==> src/rtl/otp_stream_ctrl.sv <==
// One-time-pad stream controller: seeds and primes an external PRNG, then XORs each
// accepted plaintext byte with the current keystream byte into a one-entry output register.
module otp_stream_ctrl (
  input  logic       clk,
  input  logic       reset,
  input  logic       start,
  input  logic       abort,
  input  logic [7:0] seed,
  input  logic [7:0] msg_len,
  input  logic       in_valid,
  input  logic [7:0] in_data,
  output logic       in_ready,
  output logic       out_valid,
  output logic [7:0] out_data,
  input  logic       out_ready,
  output logic       prng_load,
  output logic [7:0] prng_seed,
  output logic       prng_step,
  input  logic [7:0] prng_out,
  output logic       busy,
  output logic       done,
  output logic [7:0] byte_cnt
);

  typedef enum logic [2:0] {
    StIdle,
    StLoad,
    StPrime,
    StRun,
    StDrain,
    StDone
  } state_e;

  state_e     state_q;
  logic [7:0] seed_q;
  logic [7:0] len_q;
  logic [7:0] out_data_q;
  logic [7:0] byte_cnt_q;
  logic       out_valid_q;
  logic       prng_load_q;
  logic       busy_q;
  logic       done_q;

  logic accept;
  logic last_byte;

  assign in_ready  = (state_q == StRun) && (!out_valid_q || out_ready);
  // Abort wins over a same-cycle accept, so the keystream is not advanced either.
  assign accept    = in_ready && in_valid && !abort;
  assign last_byte = (byte_cnt_q + 8'd1) == len_q;
  assign prng_step = accept || ((state_q == StPrime) && !abort);

  assign out_valid = out_valid_q;
  assign out_data  = out_data_q;
  assign prng_load = prng_load_q;
  assign prng_seed = seed_q;
  assign busy      = busy_q;
  assign done      = done_q;
  assign byte_cnt  = byte_cnt_q;

  always_ff @(posedge clk or negedge reset) begin
    if (!reset) begin
      state_q     <= StIdle;
      seed_q      <= 8'd0;
      len_q       <= 8'd0;
      out_data_q  <= 8'd0;
      byte_cnt_q  <= 8'd0;
      out_valid_q <= 1'b0;
      prng_load_q <= 1'b0;
      busy_q      <= 1'b0;
      done_q      <= 1'b0;
    end else begin
      done_q      <= 1'b0;
      prng_load_q <= 1'b0;
      if (out_valid_q && out_ready) begin
        out_valid_q <= 1'b0;
      end
      if (abort && (state_q != StIdle)) begin
        state_q     <= StIdle;
        out_valid_q <= 1'b0;
        busy_q      <= 1'b0;
      end else begin
        unique case (state_q)
          StIdle: begin
            if (start) begin
              if (msg_len != 8'd0) begin
                seed_q      <= seed;
                len_q       <= msg_len;
                byte_cnt_q  <= 8'd0;
                prng_load_q <= 1'b1;
                busy_q      <= 1'b1;
                state_q     <= StLoad;
              end else begin
                done_q <= 1'b1;
              end
            end
          end
          StLoad:  state_q <= StPrime;
          StPrime: state_q <= StRun;
          StRun: begin
            if (accept) begin
              out_data_q  <= in_data ^ prng_out;
              out_valid_q <= 1'b1;
              byte_cnt_q  <= byte_cnt_q + 8'd1;
              if (last_byte) begin
                state_q <= StDrain;
              end
            end
          end
          StDrain: begin
            if (!out_valid_q) begin
              state_q <= StDone;
              busy_q  <= 1'b0;
              done_q  <= 1'b1;
            end
          end
          StDone:  state_q <= StIdle;
          default: state_q <= StIdle;
        endcase
      end
    end
  end

endmodule

==> config.mk <==
export PLATFORM = sky130hd
export DESIGN_NAME = otp_stream_ctrl
export DESIGN_NICKNAME = d
export VERILOG_FILES = /design/src/rtl/otp_stream_ctrl.sv
export SDC_FILE = /design/constraint.sdc
export NUM_CORES = 1
export LEC_CHECK = 0
export ABC_AREA = 1
export CAP_MARGIN = 20
export CELL_PAD_IN_SITES_DETAIL_PLACEMENT = 0
export CELL_PAD_IN_SITES_GLOBAL_PLACEMENT = 1
export CORE_ASPECT_RATIO = 1.75
export CORE_MARGIN = 5
export CORE_UTILIZATION = 30
export DETAILED_ROUTE_END_ITERATION = 8
export DONT_BUFFER_PORTS = 1
export PLACE_DENSITY_LB_ADDON = 0.1
export SETUP_SLACK_MARGIN = 0.2
export SYNTH_ARGS = -nofsm -noshare
export SYNTH_HDL_FRONTEND = slang
export SYNTH_SLANG_ARGS = --single-unit
==> constraint.sdc <==
create_clock -name clk -period 4.27 [get_ports clk]
set_clock_uncertainty 0.15 [all_clocks]
set_input_delay 0.6405 -clock clk [delete_from_list [all_inputs] [get_ports clk]]
set_output_delay 0.6405 -clock clk [all_outputs]
set_load 0.05 [all_outputs]
==> impl_results.md, run 1 <==
- Unrepaired setup endpoints after global routing: no
- Total CTS buffers: 5
- Initial antenna violation count: 0
- Avg WL per Cell: 15.5 um
- Full die area: 8810 um2
- Rel. slew slack: 0.296
- WP data required: 3.48 ns
- Wirelength, routed: 5410 um
- Setup_tns: 0 ns
- Global placer's final weighted congestion: 0.805
- Startpoint Class: register
- Global-route wire length before repair: 8890 um
- Starting Density: 0.305
- F_max: 364 MHz
- P_sw: 0.935 mW
- DR DRC count: 0
- DP Cell Count: 340
- Slew Limit Fails: 0
- Worst EP arrival: 1.95 ns
- Post-synthesis instance area: 2090 um2
- CTS tree: built
- CP Capture Type: output pin
- Most common cell after layout, fill and taps aside: nand2_1
- Max VDD drop: 0.386 mV
- Most frequent cells in the layout: nand2_1 (83), dfrtp_1 (39), inv_1 (35)
- Comb power frac: 0.282
- Clock network power share: 0.212
- Switching Share: 0.507
- Via-per-instance ratio: 4.66
- Max_cap viols: 0
- Reg clk slew, reported paths: 0.07 ns
- Max Root-Sink Buffers: 2
- Ratio of cells with drive above 1 in the final layout: 0.121
- Post-synthesis cell count: 260
- Synth-to-Final Area Change: 12.5%
- Final hold violation count: 0
- DPL Wire Length: 4090 um
- Pwr/cell area: 784 nW/um2
- Syn nets: 299
- Unique cell type count in the Yosys netlist: 28
- Met1 Routed Length: 1920 um
- Ports: 68
- Uppermost routed layer: met4
- Sequential fraction of the synthesis area: 0.466
- Tcrit/Tclk final: 0.643
- GRT Resource Usage Total: 0.135
- Clock root buffer: clkbuf_16
- H-tree levels: 2
- Core area: 6860 um2
- Fin worst setup slack: 1.53 ns
- Cell Int Power: 0.910 mW
- Met2 wire len: 3020 um
- Place WS: 1.82 ns
- Gr ovfl total: 0
- First-pass iteration count of the detailed router: 4
- Avg Cell Area, Syn: 8.05 um2
- Non-Filler Instances: 349
- # setup viols final: 0
- Number of I/O port buffers: 0
- Worst Tran Pin Value: 1.06 ns
- CTS sink cnt: 39
- Status: complete, no violations
- Vias in the first global route: 1722
- Die Y: 121 um
- Worst skew pair latency: 0.29 ns
- Ys Warns: 0
- Met3 WL: 353 um
- Routed Antenna Nets: 0
- Critical path class: reg2out
- Largest net degree at the start of global routing: 40
- Placed Instance Area: 2170 um2
- Net count reported at finish: 303
- Die X: 73.1 um
- Final Cell Area: 2350 um2
- Worst Path Max Fanout: 5
- Vias: 1625
- Sequential power share: 0.506
- Worst min-delay path class: in2async
- Initial DRC Count: 111
- # rows: 40
- Seq cells post-synth: 39
- Minimum clock period: 2.74 ns
- Leakage: 1.14 nW
- N_diodes: 0
## worst max-delay path, stage by stage (launching register included)
cell and delay (ns):
dfrtp_1 0.60, nand2_1 0.19, nand2_1 0.13, a211oi_2 0.75
## cell families after synthesis
kind of cell / share of synthesized area
AO/OA/AOI/OAI: 0.108
XOR/XNOR: 0.0377
adder cells (fa/ha/maj): 0.00598
buffers and inverters: 0.0813
flip-flops: 0.466
AND/OR/NAND/NOR: 0.301
## synthesized netlist by cell type, drive strengths merged
master / number / area (um2)
nor2: 19 / 108
nand2: 85 / 343
nand3: 26 / 135
a21boi: 1 / 7.51
a21oi: 3 / 15.0
nand4: 3 / 18.8
xnor2: 9 / 78.8
o21ai: 27 / 169
o21bai: 1 / 7.51
o22ai: 1 / 12.5
buf: 3 / 27.5
or2: 1 / 8.76
dfrtp: 39 / 976
nor3: 1 / 16.3
inv: 37 / 139
a211oi: 2 / 15.0
clkbuf: 1 / 3.75
ha: 1 / 12.5
## layer usage
| layer | global-route usage | vias up |
|---|---|---|
| met4 | 0.0566 | 0 |
| met2 | 0.242 | 47 |
| met5 | 0 | - |
| met3 | 0.0424 | 8 |
| li1 | - | 827 |
| met1 | 0.141 | 743 |
## power by group through the flow
stage	Sequential, mW	Clock (mW)	Combinational, mW
finish	0.933	0.391	0.521
global route	0.955	0.416	0.609
CTS	0.941	0.404	0.535
detailed placement	0.947	0	0.524
global placement	0.947	0	0.523
floorplan	0.896	0	0.459
## registers in the layout (all words and copies together), names as in the netlist
name	count
busy	1
byte_cnt	8
done	1
len_q	8
out_data	8
out_valid	1
prng_load	1
prng_seed	8
state_q	3
## layout make-up
cell class / instances / area, um2
repair buffers: 1 / 27.5
fillers: 703 / 4500
well taps: 84 / 105
clock inverters: 2 / 16.3
multi-input cells: 180 / 952
clock buffers: 6 / 139
inverters: 37 / 139
flip-flops and latches: 39 / 976
## what timing repair did
item                                   4_1_cts  5_1_grt
hold buffers                                 1        0
endpoints found under the hold margin       39        0
setup buffers                                0        0
gates resized for setup                      0        0
## final timing paths
check / startpoint / to / slack (ns) / depth (start not counted)
worst max register to register: byte_cnt[0] / state_q[2] / 1.94 / 12
worst max-delay path: out_valid / prng_step / 1.53 / 3
max in group asynchronous: reset / done / 3.73 / 1
min in group clk: seed[5] / prng_seed[5] / 0.31 / 2
worst min-delay path: reset / out_data[2] / 0.03 / 1
worst min register to register: len_q[7] / len_q[7] / 0.37 / 2
## metrics by stage
stage          utilization  power, mW  hold WS [ns]
4_1_cts              0.343       1.88        0.0384
6_report             0.343       1.85        0.0262
5_1_grt              0.343       1.98        0.0347
2_1_floorplan            -       1.35         0.195
3_3_place_gp         0.317       1.47         0.196
3_5_place_dp         0.317       1.47         0.197
No activity file was read; power rests on OpenSTA's default activity.
==> inputs of run 2 (changes only) <==
==> constraint.sdc (replaced) <==
create_clock -name clk -period 2.75 [get_ports clk]
set_clock_uncertainty 0.15 [all_clocks]
set_input_delay 0.4125 -clock clk [delete_from_list [all_inputs] [get_ports clk]]
set_output_delay 0.4125 -clock clk [all_outputs]
set_load 0.05 [all_outputs]
==> run 2 against run 1 <==
Wire length grew 3.8%. Register-to-register slack lost 1.3 ns. Critical endpoint is now state_q[0]. Largest power group unchanged. Via count grew 4.1%. Core utilization grew 0.93 points.
==> impl_results.md, run 2 (synthesized netlist as in run 1, its figures left out) <==
- Pwr/cell area: 1180 nW/um2
- Slowest cell on the critical path: dfrtp_1
- Avg WL per Cell: 15.6 um
- Gr ovfl total: 0
- Largest net degree at the start of global routing: 40
- Filler Cells Inserted: 746
- Wirelength, routed: 5620 um
- Register area: 976 um2
- Setup_tns: 0 ns
- DR DRC count: 0
- WP data required: 2.76 ns
- GRT Resource Usage Total: 0.140
- Clock root buffer: clkbuf_16
- Worst Reg2Reg Path Length in Cells: 10
- Most frequent cells in the layout: nand2_1 (83), dfrtp_1 (39), inv_1 (35)
- Critical path class: reg2reg
- Synth-to-Final Area Change: 15.5%
- Max Root-Sink Buffers: 2
- Via-per-instance ratio: 4.70
- Vias: 1691
- Post-CTS setup buffers: 0
- Final hold violation count: 0
- # rows: 40
- DPL Wire Length: 4340 um
- Starting Density: 0.305
- Ratio of cells with drive above 1 in the final layout: 0.149
- Reg clk slew, reported paths: 0.06 ns
- Minimum clock period: 2.07 ns
- Worst EP arrival: 2.08 ns
- Worst min-delay path class: in2reg
- Routed Antenna Nets: 0
- Vias in the first global route: 1805
- Fin util: 0.353
- F_max: 483 MHz
- Total CTS buffers: 5
- Core area: 6860 um2
- Number of I/O port buffers: 0
- Rel. slew slack: 0.576
- Total power: 2.85 mW
- Cts hold-fix bufs: 2
- Worst path max stage delay: 0.43 ns
- Worst skew pair latency: 0.29 ns
- Unrepaired setup endpoints after global routing: no
- N_diodes: 0
- Initial DRC Count: 39
- CTS tree: built
- Initial antenna violation count: 0
- Worst Path Max Fanout: 5
- Global-route wire length before repair: 9170 um
- Worst Tran Pin Value: 0.635 ns
- Full die area: 8810 um2
- Fin worst setup slack: 0.678 ns
- Die Y: 121 um
- Tcrit/Tclk final: 0.753
- Post-cts sizing count: 0
- H-tree levels: 2
- Leakage: 1.19 nW
- # setup viols final: 0
- Hold Crit Depth: 2
- Startpoint Class: register
- CTS sink cnt: 39
- Max_cap viols: 0
- Max VDD drop: 0.574 mV
- Multi-input gate area: 952 um2
- Most common cell after layout, fill and taps aside: nand2_1
- Slew Limit Fails: 0
- Net count reported at finish: 314
- CP Cell Sequence: buf_4, nand2_1, nor2_1, nand3_1, nand3_1, nand2_1, nor2_1, nand3_1, nand2_1, o21ai_0
- Ports: 68
- Global placer's final weighted congestion: 0.764
- Place WS: 0.674 ns
- First-pass iteration count of the detailed router: 4
- CP Capture Type: register
- Status: complete, no violations
- Die X: 73.1 um
-- run 2: cell types whose count changed in the layout (fill, tap and decap cells not counted) --
cell,change
buf_4,+10
buf_12,+1
buf_16,-1
clkbuf_1,+1
clkbuf_8,-1
clkinv_2,+1
clkinv_4,-1
dlygate4sd3_1,+1
-- run 2: final cells by class --
| type | count | area share |
|---|---|---|
| sequential | 39 | 0.404 |
| multi-input combinational | 180 | 0.394 |
| inverter | 37 | 0.0574 |
| clock buffer | 6 | 0.0533 |
| timing repair buffer | 12 | 0.0435 |
| tap | 84 | 0.0435 |
| clock inverter | 2 | 0.00517 |
-- run 2: worst paths after layout --
check                       startpoint            to  slack, ns
setup / recovery           byte_cnt[3]    state_q[0]       0.68
hold reg to reg               len_q[7]      len_q[7]       0.37
setup reg to reg           byte_cnt[3]    state_q[0]       0.68
max in group asynchronous        reset      len_q[6]       1.80
hold / removal                 seed[7]  prng_seed[7]       0.08
min in group asynchronous        reset   byte_cnt[4]       0.44
-- run 2: power breakdown --
group | switching (mW) | internal, mW | total (mW)
logic | 0.578 | 0.291 | 0.869
clock network | 0.239 | 0.335 | 0.574
registers | 0.629 | 0.782 | 1.41
-- run 2: per-stage QoR --
step,hold WS [ns],area [um2],std cells
floorplan,-0.0331,2100,260
detailed placement,-0.0316,2250,350
global placement,-0.0318,2250,350
global route,0.0809,2420,360
CTS,0.0755,2420,360
finish,0.0840,2420,360
-- run 2: critical path: cells and delay by family, from the launching register on --
kind / cells / cell delay, ns
AO/OA/AOI/OAI: 1 / 0.12
flip-flops: 1 / 0.43
buffers and inverters: 1 / 0.24
AND/OR/NAND/NOR: 8 / 1.00
-- run 2: routing by layer --
| layer | part of all wire | GRT usage | up-vias | routed length [um] |
|---|---|---|---|---|
| met4 | 0.025 | 0.0693 | 0 | 141 |
| met2 | 0.57 | 0.253 | 42 | 3190 |
| li1 | - | - | 852 | - |
| met3 | 0.054 | 0.0391 | 9 | 304 |
| met5 | 0 | 0 | - | 0 |
| met1 | 0.35 | 0.140 | 788 | 1990 |
